`config.mk`:
```
export PLATFORM = sky130hd
export DESIGN_NAME = mem_stage_lsu
export DESIGN_NICKNAME = d
export VERILOG_FILES = /design/src/rtl/mem_stage_lsu.sv
export SDC_FILE = /design/constraint.sdc
export NUM_CORES = 1
export LEC_CHECK = 0
export CORE_MARGIN = 2
export CORE_UTILIZATION = 43
export DETAILED_ROUTE_END_ITERATION = 8
export PLACE_DENSITY = 0.88
export SYNTH_ARGS = -nofsm -noshare
export SYNTH_HDL_FRONTEND = slang
export SYNTH_SLANG_ARGS = --single-unit
```
`constraint.sdc`:
```
create_clock -name CLK -period 2.8 [get_ports CLK]
set_clock_uncertainty 0.1 [all_clocks]
set_input_delay 0.28 -clock CLK [delete_from_list [all_inputs] [get_ports CLK]]
set_output_delay 0.28 -clock CLK [all_outputs]
set_load 0.01 [all_outputs]
```
`src/rtl/mem_stage_lsu.sv`:
```
// Memory-stage load/store unit: turns EX/MEM load/store controls into a req/ack
// data-memory transaction, formats load data for write-back and stalls the pipeline meanwhile.
module mem_stage_lsu #(
    parameter int WIDTH   = 32,
    parameter int TIMEOUT = 16
) (
    input  logic             CLK,
    input  logic             RST,
    input  logic             MemReadM,
    input  logic             MemWriteM,
    input  logic [2:0]       Funct3M,
    input  logic [WIDTH-1:0] AluResultM,
    input  logic [WIDTH-1:0] WriteDataM,
    input  logic [WIDTH-1:0] DmemRData,
    input  logic             DmemAck,
    output logic             DmemReq,
    output logic             DmemWe,
    output logic [WIDTH-1:0] DmemAddr,
    output logic [WIDTH-1:0] DmemWData,
    output logic [3:0]       DmemBe,
    output logic [WIDTH-1:0] ReadDataM,
    output logic             StallM,
    output logic             MisalignM,
    output logic             BusErrM,
    output logic [1:0]       LsuState
);

    // Handshake: DmemReq rises with We/Addr/WData/Be and all of them hold until the
    // single-cycle DmemAck strobe (or the timeout); an ack seen outside REQ is ignored.
    typedef enum logic [1:0] {
        IDLE = 2'd0,
        REQ  = 2'd1,
        DONE = 2'd2
    } lsuState_t;

    localparam int CW = (TIMEOUT > 1) ? $clog2(TIMEOUT) : 1;
    localparam logic [CW-1:0] LAST_WAIT = CW'(TIMEOUT - 1);

    lsuState_t        state;
    lsuState_t        stateNext;
    logic [CW-1:0]    timeoutCnt;
    logic [2:0]       ldFunct3;
    logic [1:0]       ldOff;

    logic             access;
    logic             funct3Legal;
    logic             aligned;
    logic             legal;
    logic             startAcc;
    logic             ackDone;
    logic             toDone;
    logic [3:0]       stBe;
    logic [WIDTH-1:0] stWData;
    logic [7:0]       ldByte;
    logic [15:0]      ldHalf;
    logic [WIDTH-1:0] loadData;

    assign access   = MemReadM | MemWriteM;
    assign LsuState = state;

    // A simultaneous read and write is treated as a store, so legality follows MemWriteM.
    always_comb begin
        funct3Legal = 1'b0;
        case (Funct3M)
            3'b000, 3'b001, 3'b010: funct3Legal = 1'b1;
            3'b100, 3'b101:         funct3Legal = ~MemWriteM;
            default:                funct3Legal = 1'b0;
        endcase
    end

    always_comb begin
        aligned = 1'b1;
        case (Funct3M[1:0])
            2'b01:   aligned = ~AluResultM[0];
            2'b10:   aligned = (AluResultM[1:0] == 2'b00);
            default: aligned = 1'b1;
        endcase
    end

    assign legal = funct3Legal & aligned;

    always_comb begin
        stBe    = 4'b1111;
        stWData = '0;
        if (MemWriteM) begin
            case (Funct3M[1:0])
                2'b00: begin
                    stBe    = 4'b0001 << AluResultM[1:0];
                    stWData = {4{WriteDataM[7:0]}};
                end
                2'b01: begin
                    stBe    = 4'b0011 << AluResultM[1:0];
                    stWData = {2{WriteDataM[15:0]}};
                end
                default: begin
                    stBe    = 4'b1111;
                    stWData = WriteDataM;
                end
            endcase
        end
    end

    assign ldByte = DmemRData[{ldOff, 3'b000} +: 8];
    assign ldHalf = DmemRData[{ldOff[1], 4'b0000} +: 16];

    always_comb begin
        loadData = DmemRData;
        case (ldFunct3)
            3'b000:  loadData = {{(WIDTH-8){ldByte[7]}}, ldByte};
            3'b001:  loadData = {{(WIDTH-16){ldHalf[15]}}, ldHalf};
            3'b100:  loadData = {{(WIDTH-8){1'b0}}, ldByte};
            3'b101:  loadData = {{(WIDTH-16){1'b0}}, ldHalf};
            default: loadData = DmemRData;
        endcase
    end

    always_comb begin
        stateNext = state;
        StallM    = 1'b0;
        MisalignM = 1'b0;
        startAcc  = 1'b0;
        ackDone   = 1'b0;
        toDone    = 1'b0;
        case (state)
            IDLE: begin
                if (access) begin
                    if (legal) begin
                        StallM    = 1'b1;
                        startAcc  = 1'b1;
                        stateNext = REQ;
                    end else begin
                        MisalignM = 1'b1;
                    end
                end
            end
            REQ: begin
                StallM = 1'b1;
                // An ack landing on the last wait cycle still completes normally.
                if (DmemAck) begin
                    ackDone   = 1'b1;
                    stateNext = DONE;
                end else if (timeoutCnt == LAST_WAIT) begin
                    toDone    = 1'b1;
                    stateNext = DONE;
                end
            end
            DONE: begin
                stateNext = IDLE;
            end
            default: begin
                stateNext = IDLE;
            end
        endcase
    end

    always_ff @(posedge CLK) begin
        if (RST) begin
            state      <= IDLE;
            timeoutCnt <= '0;
            DmemReq    <= 1'b0;
            DmemWe     <= 1'b0;
            DmemAddr   <= '0;
            DmemWData  <= '0;
            DmemBe     <= 4'b0000;
            ReadDataM  <= '0;
            BusErrM    <= 1'b0;
            ldFunct3   <= 3'b000;
            ldOff      <= 2'b00;
        end else begin
            state      <= stateNext;
            BusErrM    <= toDone;
            timeoutCnt <= (state == REQ && stateNext == REQ) ? timeoutCnt + 1'b1 : '0;
            if (startAcc) begin
                DmemReq   <= 1'b1;
                DmemWe    <= MemWriteM;
                DmemAddr  <= {AluResultM[WIDTH-1:2], 2'b00};
                DmemWData <= stWData;
                DmemBe    <= stBe;
                ldFunct3  <= Funct3M;
                ldOff     <= AluResultM[1:0];
            end
            if (ackDone) begin
                DmemReq   <= 1'b0;
                ReadDataM <= DmemWe ? '0 : loadData;
            end
            if (toDone) begin
                DmemReq   <= 1'b0;
                ReadDataM <= '0;
            end
        end
    end

endmodule

```
==> Yosys cells after proc, flatten, opt, wreduce, memory -nomap -nowiden <==
Cells that the tools add are included.
{ "word_totals": {"output_inout_bits": 107, "ff_bits": 112} }
{ "classes": {"n_reduce_logical": 11, "muxes": 25, "shift": 4, "n_eq_ne": 12, "add_sub_neg": 1, "bitwise": 5} }
{ "op_table": {"columns": ["cell", "n"], "rows": [
  ["case mux 32 bit (4 select lines)", 1],
  ["two-way mux 32 bit", 2],
  ["case mux 32 bit (2 select lines)", 1],
  ["variable part select 32 x 6 -> 16 bit", 1],
  ["variable part select 32 x 6 -> 8 bit", 1],
  ["equality test 3 bit (second input constant)", 4],
  ["two-way mux 1 bit", 11],
  ["two-way mux 2 bit", 4],
  ["case mux 4 bit (2 select lines)", 1],
  ["equality test 2 x 1 -> 1 bit (second input constant)", 3],
  ["equality test 3 x 1 -> 1 bit (second input constant)", 2],
  ["logical NOT 2 bit", 3],
  ["logical NOT 3 bit", 2],
  ["case mux 1 bit (2 select lines)", 3],
  ["OR reduction 2 bit", 3],
  ["OR reduction 3 bit", 2],
  ["adder 4 x 1 -> 4 bit (second input constant)", 1],
  ["equality test 4 bit (second input constant)", 1],
  ["two-way mux 4 bit", 1],
  ["case mux 2 bit (2 select lines)", 1],
  ["<< shifter 1 x 2 -> 4 bit (first input constant)", 1],
  ["<< shifter 2 x 2 -> 4 bit (first input constant)", 1],
  ["equality test 3 x 2 -> 1 bit (second input constant)", 1],
  ["inverter 1 bit", 3],
  ["4 further kinds", 4]
]} }

==> Logic depth before layout (Yosys ltp) <==
Gate-level depths: netlist of the first run.
{ "logic_depth": {"word_depth": 11, "depth_mapped": 8, "depth_no_buf": 6} }

==> Least setup slack after synthesis of the first run <==
Ideal clock, no wire load.
{ "synth_path": {"kind": "input -> register", "startpoint": "input port Funct3M[0]", "endpoint": "register DmemWData[23]", "n_path_buf": 2, "required_ps": 2568, "arrival_ps": 1906, "setup_slack_ps": 662, "stages": 8, "cell_sequence": "inv_1 > ha_1 > clkbuf_1 > nor2_1 > clkbuf_1 > mux2_2 > nand4_1 > a21oi_1"} }
{ "synth_between": {"elab_chain_cells": 7, "elab_cells_between_ends": 18} }
{ "synth_lines": {"columns": ["item", "line", "text"], "rows": [
  ["start: declaration", "11", "input logic [2:0] Funct3M,"],
  ["equality test 3 x 1 -> 1 bit, or another cell as far along", "64", "case (Funct3M)"],
  ["OR reduction 3 bit or OR reduction 2 bit (tied branches)", "64", null],
  ["case mux 1 bit (2 select lines)", "64", null],
  ["bitwise AND 1 bit", "80", "assign legal = funct3Legal & aligned;"],
  ["two-way mux 1 bit", "127", "if (legal) begin"],
  ["two-way mux 1 bit", "126", "if (access) begin"],
  ["two-way mux 1 bit", "124", "case (state)"],
  ["end signal: assignment", "177", "DmemWData <= stWData;"],
  ["end: declaration", "19", "output logic [WIDTH-1:0] DmemWData,"]
]} }
Several ways; a longest one is shown, not always the timed one.
A chain may end at the register's enable or synchronous reset.

==> Worst setup path after layout of the first run <==
{ "layout_path": {"startpoint": "input port Funct3M[0]", "endpoint": "output port StallM"} }
{ "layout_between": {"elab_chain_cells": 7, "elab_cells_between_ends": 15} }
{ "layout_lines": {"columns": ["item", "line", "text"], "rows": [
  ["equality test 3 x 1 -> 1 bit, or another cell as far along", "64", null],
  ["OR reduction 3 bit or OR reduction 2 bit (tied branches)", "64", null],
  ["case mux 1 bit (2 select lines)", "64", null],
  ["bitwise AND 1 bit *", "80", null],
  ["two-way mux 1 bit *", "127", null],
  ["two-way mux 1 bit *", "126", null],
  ["case mux 1 bit (2 select lines) *", "124", null],
  ["end: declaration", "22", "output logic StallM,"]
]} }
Mark *: on every way between the ends. The rest lies on a longest branch, timed or not.

==> metrics.txt, run 1 <==
antenna diode count=0; slowest cell delay on critical path=500 ps; dpl ws=-20.2 ps; Final Hold Fails=0; Bufs on Longest Clock Path=2; register share of total power=45.4%; switching share of power=26.5%; Critical Path RT=2420 ps; NetSw=0.996 mW; synth top area cells=dfxtp_1, a21oi_1, o21ai_0; area grow syn2layout=50.6%; Worst-path clk slew=70 ps; number of synthesized flops with an enable pin=0; LEAKAGE=2.63 nW; # DRC=0; final net count=860; share of cells above drive strength 1=9.79%; Synth Register Bits=112; synthesized instance count=564; ys flop type=dfxtp_1; Critical Path Fanout Max=3; Die Y=112 um; io pins=211; most common cell in the netlist=dfxtp_1; Mapped Area=0.00498 mm^2; total congestion overflow=0; Yosys Warn Count=0; number of H-tree levels=3; Final Setup Violations=0; Tmin final=2710 ps; Site Rows=39; via count=5315; HP Class=in2reg; asr flop ratio synth=0%; final antenna-violating net count=0; Worst Tran Pin Value=690 ps; Synth area leader=dfxtp_1; final core occ=66.0%; initial antenna violation count=0; Final Slew Violations=0; combinational power share=20.7%; cts hold-fix bufs=0; critical path's slowest cell=clkdlybuf4s50_1; total of max-cap violations=0; Max-slew headroom=54.0%; vias per cell=5.91; pin count of the biggest net entering global routing=61; clock sinks=112; Inserted Clock Buffers=9; DRC marker count from the first detailed-route iteration=388; class of the most critical setup path=in2out; CTS root buffer=clkbuf_16; unrepaired setup endpoints after global routing=no; Total GRT Usage=25.9%; Netlist cell types=55; PwrDens=501 mW/mm^2; non-filler cells, final=899; Placed Instance Area=0.00720 mm^2; routed length per instance=18.6 um; period utilization=96.9%; clock group share of total power=33.9%; Synth top area share=45.0%; final wirelength=16.7 mm; hpwl dp=12.1 mm; VDD IR-drop max=0.307 mV; # fillers=924; Final Cell Area=0.00750 mm^2; Worst EP arrival=2330 ps; CTS tree=built; final setup margin=86.2 ps; latest clock arrival within the worst-skew pair=340 ps; critical-path cell list=clkdlybuf4s50_1 -> inv_1 -> ha_1 -> nor3b_2 -> o311a_2 -> nand2_1 -> nand2_1 -> clkdlybuf4s50_1; outcome=completed; CP Launch Type=primary input; dpl cells=884; port bufs=208; most common library cells after synthesis=dfxtp_1, a21oi_1, o21ai_0; Worst Path Buf+Inv=3; worst hold slack=189 ps; Top delay family on crit path=buffers and inverters; sequential-to-total area share from yosys stat=45.0%; drt pass-1 iters=5; starting density of the core=43.8%; fmax=368 MHz; first-pass GRT wire length=26.4 mm; Internal Pwr Total=2.76 mW; die width=112 um; number of global-route vias before repair=5264; post-synthesis area per instance=8.83 um^2; Core ar.=0.0114 mm^2; Tot Pwr=3.76 mW; full die area=0.0125 mm^2; RePlAce Congestion=0.906; critical path capture point type=primary output; setup TNS=0 ps
==> flip-flops by register name, summed over array words and instances (netlist names) <==
register	flops
DmemReq	1
timeoutCnt	4
BusErrM	1
DmemAddr	30
LsuState	2
ldFunct3	3
ReadDataM	32
DmemWData	32
ldOff	2
DmemBe	4
DmemWe	1
==> placed cells by master (no fill, tap or decap), types with 4 or more instances in the layout <==
master / netlist / routed
o32ai_1: 5 / 5
nand4_1: 16 / 16
a221o_1: 8 / 8
nand3_1: 42 / 42
mux2_2: 12 / 12
dfxtp_1: 112 / 112
inv_1: 16 / 16
nor2_1: 21 / 20
nand2_1: 13 / 13
a211oi_1: 6 / 6
clkbuf_16: 0 / 9
a21oi_1: 84 / 83
o2bb2ai_1: 19 / 19
nand2b_1: 4 / 4
a221o_2: 10 / 10
ha_1: 4 / 4
a22o_1: 13 / 13
clkdlybuf4s50_1: 0 / 206
o21ai_0: 62 / 62
buf_4: 2 / 24
nor3_1: 11 / 10
==> per-layer routing <==
layer	vias up	share of wire, %	wire, um	GRT usage (%)
met5	-	0	0	0
met4	0	3.9	645	13.3
met3	54	7.3	1220	5.99
met2	267	49	8250	45.0
met1	2512	39	6570	29.8
li1	2482	-	-	-
==> timing repair <==
action                                  4_1_cts  5_1_grt
setup buffers                                 0        0
endpoints found under the setup margin        0        2
resized for setup                             0        4
==> power by group through the flow <==
stage / sequential [mW] / combinational [mW] / clock (mW)
floorplan: 1.76 / 0.326 / 0
global placement: 1.74 / 0.739 / 0
detailed placement: 1.74 / 0.761 / 0
CTS: 1.71 / 0.767 / 1.29
global route: 1.71 / 0.831 / 1.35
finish: 1.71 / 0.776 / 1.27
==> area by class of cell <==
| cell class | instances | area [um^2] | share of cell area (%) |
|---|---|---|---|
| multi-input combinational | 381 | 2470 | 32.9 |
| clock buffer | 12 | 246 | 3.29 |
| tap | 143 | 179 | 2.39 |
| inverter | 16 | 60.1 | 0.801 |
| timing repair buffer | 232 | 2260 | 30.1 |
| sequential | 112 | 2240 | 29.9 |
| clock inverter | 3 | 42.5 | 0.567 |
==> tightest hold or removal path, stage by stage <==
cell,delay (ps)
dlymetal6s2s_1,170
nand3_1,80
a21oi_1,50
==> cells by family after synthesis <==
family,after synthesis,share of synthesized area [%]
AO/OA/AOI/OAI,228,29.9
XOR/XNOR,2,0.352
adder cells (fa/ha/maj),4,1.01
buffers and inverters,72,6.13
flip-flops,112,45.0
multiplexers,16,3.77
other,1,0.0753
AND/OR/NAND/NOR,129,13.7
==> final timing paths <==
| check | endpoint | depth (start not counted) | start | slack [ps] |
|---|---|---|---|---|
| setup / recovery | StallM | 8 | Funct3M[0] | 90 |
| hold / removal | ldFunct3[1]$_SDFFE_PP0P_ | 3 | Funct3M[1] | 190 |
| hold reg to reg | DmemWData[9]$_SDFFE_PP0P_ | 1 | DmemWData[9]$_SDFFE_PP0P_ | 370 |
| setup reg to reg | ReadDataM[9]$_SDFFE_PP0P_ | 4 | LsuState[0]$_SDFF_PP0_ | 580 |
(Power assumes the default switching activity.)
==> run 2: changes to the inputs <==
CORE_UTILIZATION = 46   (was 43)
PLACE_DENSITY = 0.93   (was 0.88)
clock period = 3.3 ns   (was 2.8 ns; I/O delays follow)
==> run 2 against run 1 <==
Final cell count decreased by 1.4%. Sequential share of layout area up 0.74 points. First-iteration DRC count up 12%. Critical path depth is the same.
==> metrics.txt, run 2 (same netlist as run 1, synthesis figures left out) <==
Worst Tran Pin Value=677 ps (-12.7 ps); Total GRT Usage=27.8% (+1.9 points); clock group share of total power=27.2% (-6.7 points); Critical Path Fanout Max=13 (+10); Inserted Clock Buffers=9 (unchanged); clock sinks=112 (unchanged); HP Class=in2reg; setup TNS=0 ps (unchanged); drt pass-1 iters=5 (unchanged); routed length per instance=18.7 um (+0.55%); pin count of the biggest net entering global routing=61 (unchanged); Worst Hold Endpoint=BusErrM$_SDFF_PP0_; class of the most critical setup path=in2out; Bufs on Longest Clock Path=2 (unchanged); Final Hold Fails=0 (unchanged); Max-slew headroom=54.4% (+0.43 points); period utilization=91.7%; FF-to-FF Start=LsuState[1]$_SDFF_PP0_; cell depth of the worst hold path=3 (unchanged); Final Setup Violations=0 (unchanged); RePlAce Congestion=0.920 (+1.5%); full die area=0.0117 mm^2 (-6.3%); hpwl dp=12.2 mm (+0.95%); met3 wire length=1.35 mm (+11%); fmax=330 MHz; CP Launch Type=primary input; starting density of the core=47.8% (+4.0 points); R2R Path End=DmemWe$_SDFFE_PP0P_; number of global-route vias before repair=5141 (-2.3%); postcts setup bufs=0 (unchanged); Worst EP arrival=2600 ps (+270 ps); Internal Pwr Total=2.02 mW (-27%); CTS root buffer=clkbuf_8; via count=5233 (-1.5%); area grow syn2layout=47.0%; LEAKAGE=2.54 nW (-3.3%); register share of total power=50.4% (+5.0 points); dpl ws=133 ps (+153 ps); share of cells above drive strength 1=8.93% (-0.86 points); final wirelength=16.5 mm (-0.90%); hold_sp=RST; biggest regs=DmemWData: 32 flops, ReadDataM: 32 flops, DmemAddr: 30 flops; final net count=853 (-0.81%); Critical Path RT=2870 ps (+450 ps); PwrDens=393 mW/mm^2 (-22%); first-pass GRT wire length=25.9 mm (-2.0%); Die Y=108 um (-3.2%); total congestion overflow=0 (unchanged); Core ar.=0.0104 mm^2 (-8.4%); initial antenna violation count=0 (unchanged); commonest non-fill, non-tap cell in the layout=clkdlybuf4s50_1; total of max-cap violations=0 (unchanged); # DRC=0 (unchanged); combinational power share=22.4% (+1.7 points); number of H-tree levels=3 (unchanged); NetSw=0.857 mW (-14%); unrepaired setup endpoints after global routing=no; cts hold-fix bufs=0 (unchanged); r2r worst-path depth=6 (+2); port bufs=208 (unchanged); CTS tree=built; final antenna-violating net count=0 (unchanged); DRC marker count from the first detailed-route iteration=433 (+12%); io pins=211 (unchanged); latest clock arrival within the worst-skew pair=370 ps (+30 ps); Tmin final=3030 ps; Final Slew Violations=0 (unchanged); most frequent cells in the layout=clkdlybuf4s50_1, dfxtp_1, a21oi_1; vias per cell=5.91 (about the same); metal2 WL=8.24 mm (-0.19%); r2r setup slk=1070 ps (+490 ps); Post-CTS Resized=0 (unchanged); Top Layer Used=met4; critical path capture point type=primary output; antenna diode count=0 (unchanged); switching share of power=29.8% (+3.3 points); VDD IR-drop max=0.213 mV (-31%); Site Rows=37 (-5.1%); outcome=completed; WL met1=6.46 mm (-1.7%); Worst-path clk slew=110 ps (+40 ps); die width=108 um (-3.2%); final setup margin=273 ps (+187 ps)
[run 2: worst max path at each step]
stage          startpoint                         end  slack, ps  cells past startpoint
6_report       Funct3M[1]                   MisalignM        270                      8
3_5_place_dp   Funct3M[0]         DmemWe$_SDFFE_PP0P_        130                      9
5_1_grt        Funct3M[1]                   MisalignM        230                      8
4_1_cts        Funct3M[1]                      StallM        310                      9
2_1_floorplan  Funct3M[0]  DmemWData[23]$_SDFFE_PP0P_       1110                      8
3_3_place_gp   Funct3M[0]         DmemWe$_SDFFE_PP0P_        260                      9
[run 2: area by class of cell]
cell class              instances  area (um^2)
inverters                      16         60.1
well taps                     136          170
multi-input cells             381         2460
fillers                       818         3100
clock buffers                   9          124
flip-flops and latches        112         2240
clock inverters                 7         60.1
repair buffers                225         2200
[run 2: critical path, cell delays in order]
cell,delay (ps)
clkdlybuf4s50_1,510
inv_1,80
ha_1,210
buf_4,190
nor2b_1,170
nor3_1,320
o211a_1,190
clkdlybuf4s50_1,590
[run 2: routing by layer]
layer  up-vias  global-route usage (%)
li1       2465                       -
met3        39                    6.57
met1      2475                    32.2
met5         -                       0
met4         0                    11.0
met2       254                    49.3
[run 2: power by group through the flow]
stage | sequential [mW] | clock (mW) | combinational (mW)
final | 1.45 | 0.783 | 0.643
after global routing | 1.45 | 0.849 | 0.691
after CTS | 1.45 | 0.799 | 0.636
after detailed placement | 1.48 | 0 | 0.632
after global placement | 1.47 | 0 | 0.615
after floorplan | 1.49 | 0 | 0.277
[run 2: metrics by stage]
| stage | hold slack, ps | util (%) | total power, mW | cells | instance area, um^2 |
|---|---|---|---|---|---|
| final | 285 | 70.3 | 2.87 | 886 | 7320 |
| after global routing | 315 | 70.3 | 2.99 | 886 | 7320 |
| after CTS | 273 | 70.3 | 2.88 | 886 | 7320 |
| after detailed placement | 346 | 68.5 | 2.11 | 870 | 7140 |
| after global placement | 330 | 68.5 | 2.09 | 870 | 7140 |
| after floorplan | 307 | - | 1.77 | 565 | 4980 |
